===== src/rtl/pc_ras_pkg.sv =====
// rtl/pc_ras_pkg.sv - PC flow-control op codes shared by the fetch-stage PC logic.
package pc_ras_pkg;

    typedef enum logic [1:0] {
        NORMAL_OP   = 2'b00,
        RST_OP      = 2'b01,
        PAUSE_OP    = 2'b10,
        REDIRECT_OP = 2'b11
    } pc_op_e;

endpackage


===== src/rtl/pc_ras_ras_stack.sv =====
// rtl/pc_ras_ras_stack.sv - circular return-address stack with push, pop and replace.
module ras_stack #(
    parameter int DEPTH = 4,
    parameter int W     = 32
) (
    input  logic         clk,
    input  logic         rst,
    input  logic         i_clear,
    input  logic         i_push,
    input  logic         i_pop,
    input  logic [W-1:0] i_data,
    output logic [W-1:0] o_top,
    output logic         o_empty,
    output logic         o_full
);

    localparam int PW = (DEPTH > 1) ? $clog2(DEPTH) : 1;
    localparam int CW = $clog2(DEPTH + 1);

    logic [W-1:0]  r_mem [DEPTH];
    logic [PW-1:0] r_ptr;
    logic [CW-1:0] r_count;
    logic          w_empty;
    logic          w_full;
    logic [PW-1:0] w_ptr_inc;
    logic [PW-1:0] w_ptr_dec;

    assign w_empty   = (r_count == '0);
    assign w_full    = (r_count == CW'(DEPTH));
    assign w_ptr_inc = r_ptr + PW'(1);
    assign w_ptr_dec = r_ptr - PW'(1);

    // r_ptr always names the top entry; a push past a full stack silently overwrites the oldest.
    always_ff @(posedge clk) begin
        if (rst || i_clear) begin
            r_ptr   <= '0;
            r_count <= '0;
        end else if (i_push && i_pop) begin
            if (w_empty) begin
                r_count <= CW'(1);
            end
        end else if (i_push) begin
            r_ptr <= w_ptr_inc;
            if (!w_full) begin
                r_count <= r_count + CW'(1);
            end
        end else if (i_pop && !w_empty) begin
            r_ptr   <= w_ptr_dec;
            r_count <= r_count - CW'(1);
        end
    end

    // Storage has no reset; the count alone decides what is visible.
    always_ff @(posedge clk) begin
        if (!rst && !i_clear) begin
            if (i_push && i_pop) begin
                r_mem[r_ptr] <= i_data;
            end else if (i_push) begin
                r_mem[w_ptr_inc] <= i_data;
            end
        end
    end

    assign o_top   = r_mem[r_ptr];
    assign o_empty = w_empty;
    assign o_full  = w_full;

endmodule


===== src/rtl/pc_ras.sv =====
// rtl/pc_ras.sv - fetch PC register with next-PC selection and return-address prediction.
module pc_ras
    import pc_ras_pkg::*;
#(
    parameter int                 ADDR_W    = 32,
    parameter logic [ADDR_W-1:0]  RESET_VEC = '0,
    parameter int                 STEP      = 1,
    parameter int                 RAS_DEPTH = 4
) (
    input  logic              clk,
    input  logic              rst,
    input  logic [1:0]        pc_op_i,
    input  logic [ADDR_W-1:0] redirect_addr_i,
    input  logic              is_jump_i,
    input  logic [ADDR_W-1:0] jump_addr_i,
    input  logic              is_call_i,
    input  logic              is_ret_i,
    input  logic [ADDR_W-1:0] link_addr_i,
    output logic [ADDR_W-1:0] ins_addr_o,
    output logic [ADDR_W-1:0] pc_plus_one_o,
    output logic              ras_empty_o,
    output logic              ras_full_o,
    output logic              ras_miss_o
);

    logic [ADDR_W-1:0] r_pc;
    logic              r_miss;
    logic [ADDR_W-1:0] w_next_pc;
    logic [ADDR_W-1:0] w_pc_inc;
    logic [ADDR_W-1:0] w_ras_top;
    logic              w_ras_empty;
    logic              w_ras_full;
    logic              w_push;
    logic              w_pop;
    logic              w_clear;
    logic              w_miss;

    assign w_pc_inc = r_pc + ADDR_W'(STEP);

    always_comb begin
        w_next_pc = r_pc;
        w_push    = 1'b0;
        w_pop     = 1'b0;
        w_clear   = 1'b0;
        w_miss    = 1'b0;
        case (pc_op_e'(pc_op_i))
            RST_OP: begin
                w_next_pc = RESET_VEC;
                w_clear   = 1'b1;
            end
            REDIRECT_OP: w_next_pc = redirect_addr_i;
            PAUSE_OP:    w_next_pc = r_pc;
            default: begin
                if (!is_jump_i) begin
                    w_next_pc = w_pc_inc;
                end else begin
                    w_next_pc = jump_addr_i;
                    w_push    = is_call_i;
                    if (is_ret_i) begin
                        w_pop = 1'b1;
                        if (!w_ras_empty) begin
                            w_next_pc = w_ras_top;
                        end else begin
                            w_miss = 1'b1;
                        end
                    end
                end
            end
        endcase
    end

    always_ff @(posedge clk) begin
        if (rst) begin
            r_pc   <= RESET_VEC;
            r_miss <= 1'b0;
        end else begin
            r_pc   <= w_next_pc;
            r_miss <= w_miss;
        end
    end

    ras_stack #(
        .DEPTH (RAS_DEPTH),
        .W     (ADDR_W)
    ) u_ras (
        .clk     (clk),
        .rst     (rst),
        .i_clear (w_clear),
        .i_push  (w_push),
        .i_pop   (w_pop),
        .i_data  (link_addr_i),
        .o_top   (w_ras_top),
        .o_empty (w_ras_empty),
        .o_full  (w_ras_full)
    );

    assign ins_addr_o    = r_pc;
    assign pc_plus_one_o = w_pc_inc;
    assign ras_empty_o   = w_ras_empty;
    assign ras_full_o    = w_ras_full;
    assign ras_miss_o    = r_miss;

endmodule


===== config.mk =====
export PLATFORM = sky130hd
export DESIGN_NAME = pc_ras
export DESIGN_NICKNAME = d
export VERILOG_FILES = /design/src/rtl/pc_ras_pkg.sv /design/src/rtl/pc_ras_ras_stack.sv /design/src/rtl/pc_ras.sv
export SDC_FILE = /design/constraint.sdc
export NUM_CORES = 1
export LEC_CHECK = 0
export ABC_CLOCK_PERIOD_IN_PS = 7000
export CORE_MARGIN = 2
export CORE_UTILIZATION = 40
export CTS_CLUSTER_SIZE = 20
export DETAILED_ROUTE_END_ITERATION = 10
export PLACE_DENSITY_LB_ADDON = 0.25
export SLEW_MARGIN = 5
export SYNTH_ARGS = -nofsm -noshare
export SYNTH_HDL_FRONTEND = slang
export SYNTH_SLANG_ARGS = --single-unit
export TNS_END_PERCENT = 10

===== constraint.sdc =====
create_clock -name clk -period 7 [get_ports clk]
set_input_delay 1.05 -clock clk [delete_from_list [all_inputs] [get_ports clk]]
set_output_delay 1.05 -clock clk [all_outputs]
set_load 0.02 [all_outputs]

==> results.py <==
metrics = {
    "run_status": {
        "status": "finished, final reports clean",
    },
    "grt": {
        "grt_pass1_wl_um": 33700,
        "gr-max-usage-layer": "met2",
        "grt_max_degree": 42,
        "met2_usage": 0.363,
        "globalRouteMet3Util": 0.0513,
        "antenna_found_initial": 0,
        "grt_overflow": 0,
        "grt_pass1_vias": 5774,
        "grtUsageTotal": 0.223,
        "use_met1": 0.293,
    },
    "clock_tree": {
        "clk_latency_ns": 0.43,
        "clk_path_buf_depth": 2,
        "tritoncts": "built",
        "numCtsBuffers": 17,
        "cts_resized": 0,
        "cts_root_buf": "clkbuf_16",
        "path_clk_slew_ns": 0.06,
        "h-tree-depth": 4,
        "post_cts_buffers": 0,
        "cts_hold_buf": 0,
        "clock-sinks": 168,
    },
    "final_layout": {
        "antenna_cells": 0,
        "seq_area_um2": 4650,
        "fill_cells": 1594,
        "multi_input_area_um2": 2970,
        "area.growth.synth_to_final_pct": 32.0,
        "final_layout_size_suffix_gt1_frac": 0.129,
        "fin_area_um2": 10300,
        "fin_nets": 843,
    },
    "detailed_routing": {
        "vias": 5686,
        "vias_per_cell": 5.62,
        "postRouteAntennaNets": 0,
        "drc": 0,
        "dr.pass1.iters": 5,
        "wire_per_inst_um": 22.1,
        "routed_wirelength_um": 22300,
        "drtIter0Drc": 593,
    },
    "power_and_ir_drop": {
        "p_switching_mw": 0.524,
        "p_leak_nw": 3.40,
        "seqPwrFrac": 0.506,
        "clkPwrFrac": 0.384,
        "sw_frac_of_total": 0.240,
        "comb_power_share": 0.111,
        "p_int_mw": 1.66,
        "irDropWorstVdd_mv": 0.211,
        "powerDensity_nw_per_um2": 213,
    },
    "logic_synthesis": {
        "synthesis.instances": 582,
        "synth_mux_area_frac": 0.133,
        "synth_simple_gate_area_frac": 0.115,
        "synthTopCellsByCount": "edfxtp_1, nand2_1, dfxtp_1",
        "synth_top_family_by_area": "multiplexers",
        "syn_nets": 687,
        "synth-seq-cells": 168,
        "async_flop_share": 0,
        "synth_cell_types": 65,
        "yosysWarnings": 0,
        "synth_adder_area_share": 0.00419,
        "synth.most_common_cell": "edfxtp_1",
        "yosys.area.top_type_share": 0.495,
        "synth_compound_area_frac": 0.0880,
        "synth_edf_count": 128,
        "yosysSeqAreaShare": 0.598,
        "yosys.area.top_type": "edfxtp_1",
        "synth_top_flop_cell": "edfxtp_1",
        "synth_area_leaders": "edfxtp_1, dfxtp_1, mux4_2, mux2i_1, nand2_1",
        "synthesis.area_um2": 7770,
        "synthXorXnorAreaFrac": 0.0370,
        "avgSynthCellArea_um2": 13.3,
    },
    "setup_path": {
        "cp_data_arrival_time_ns": 4.44,
        "path_cells": "clkdlybuf4s50_1, inv_1, a21o_1, nor4_1, and2_1, buf_4",
        "critPathCaptureType": "register",
        "endpoint": "u_ras.r_mem[3][23]",
        "crit_start": "pc_op_i[1]",
        "ff2ff_path_depth": 6,
        "crit_fanout": 22,
        "path_depth": 6,
        "worst-path-buf-inv": 3,
        "criticalPathCategory": "primary input to register",
        "r2r_end": "ins_addr_o[8]",
        "cp-start-kind": "primary input",
        "critPathTopFamily": "buffers and inverters",
        "cp.required_ns": 7.10,
        "cp_slowest_cell": "clkdlybuf4s50_1",
        "r2r-start": "u_ras.r_count[0]",
        "rrSetupSlack_ns": 4.44,
        "max_stage_delay_ns": 1.06,
    },
    "timing": {
        "fmax_mhz": 230,
        "min_period_over_period": 0.620,
        "drv_slew": 0,
        "setup_viol": 0,
        "slew_headroom": 0.157,
        "setup_tns_ns": 0,
        "post-route-min-period_ns": 4.34,
        "worst_slew_pin_slew_ns": 1.25,
        "clock_skew_ns": 0.00865,
        "hold_viol": 0,
        "rsz0062_at_grt": "no",
    },
    "floorplan": {
        "fp.dieW_um": 143,
        "rows": 50,
        "core_area_um2": 18900,
        "fp.dieH_um": 143,
        "initial_utilization": 0.411,
        "ios": 170,
        "die_area_um2": 20500,
    },
    "place": {
        "place_hpwl_um": 15700,
        "globalplace.congestion": 0.860,
        "port-buffer-count": 169,
        "post_dp_cell_area_um2": 9720,
    },
    "min_path": {
        "holdCritStartpoint": "ins_addr_o[8]",
        "hold_path_class": "register to register",
    },
    "run": {
        "maxCapViolations": 0,
    },
}
flip-flops by register name (all words and copies together) (netlist names), named ones only:
| register | flops |
|---|---|
| u_ras.r_count | 3 |
| u_ras.r_ptr | 2 |
| ras_miss_o | 1 |
| u_ras.r_mem | 128 |
| ins_addr_o | 32 |
placed cells by master (no fill, tap or decap), types with 17 or more instances in the layout:
cell	count
edfxtp_1	128
nand3_1	20
a21oi_1	18
dfxtp_1	39
nand2_1	50
xnor2_1	19
nor2_1	31
mux4_2	32
clkdlybuf4s50_1	168
clkbuf_16	17
mux2i_1	27
o21ai_0	17
routing by layer:
metal  wire length [µm]  up-vias
met5                  0        -
met4                537        0
met3               1600       29
met2              10900      246
met1               9270     2828
li1                   -     2583
area by class of cell:
class / count / area share
clock buffers: 18 / 0.0418
repair buffers: 179 / 0.172
well taps: 260 / 0.0317
flip-flops and latches: 168 / 0.453
clock inverters: 14 / 0.00988
inverters: 6 / 0.00220
multi-input cells: 366 / 0.290
kinds of logic (layout without fill, tap and decap cells):
kind of cell | after synthesis | after routing
mux | 63 | 63
flops | 168 | 168
xor+xnor | 32 | 32
simple gates | 173 | 173
fa+ha+maj | 2 | 2
compound gates | 96 | 96
buf+inv | 48 | 217
stage by stage:
| stage | hold WS [ns] | setup slack [ns] | power (mW) | utilization | instances |
|---|---|---|---|---|---|
| 2_1_floorplan | 0.557 | 2.66 | 1.23 | - | 582 |
| 3_3_place_gp | 0.564 | 2.36 | 1.36 | 0.514 | 979 |
| 3_5_place_dp | 0.589 | 2.25 | 1.37 | 0.514 | 979 |
| 4_1_cts | 0.598 | 2.38 | 2.20 | 0.542 | 1011 |
| 5_1_grt | 0.649 | 2.36 | 2.25 | 0.543 | 1011 |
| 6_report | 0.600 | 2.66 | 2.19 | 0.543 | 1011 |
worst register-to-register path: stages, from the launching register on:
cell and delay (ns):
dfxtp_1 0.55, o31ai_4 0.11, buf_4 0.28, nor2_1 0.88
a21oi_1 0.21, o41a_1 0.18, a221oi_1 0.26
worst min-delay path by stage:
| stage | end | slack [ns] | depth (start not counted) |
|---|---|---|---|
| after floorplan | register | 0.56 | 2 |
| after global placement | ins_addr_o[8] | 0.56 | 2 |
| after detailed placement | ins_addr_o[8] | 0.59 | 2 |
| after CTS | ins_addr_o[8] | 0.60 | 2 |
| after global routing | register | 0.65 | 2 |
| final | ins_addr_o[8] | 0.60 | 2 |
power groups by stage:
| stage | clock (mW) | combinational, mW | sequential (mW) |
|---|---|---|---|
| 6_report | 0.839 | 0.242 | 1.11 |
| 3_5_place_dp | 0 | 0.240 | 1.13 |
| 5_1_grt | 0.887 | 0.257 | 1.11 |
| 4_1_cts | 0.850 | 0.241 | 1.11 |
| 3_3_place_gp | 0 | 0.237 | 1.13 |
| 2_1_floorplan | 0 | 0.0952 | 1.13 |
Note: power is estimated with default switching activity, not from simulation.
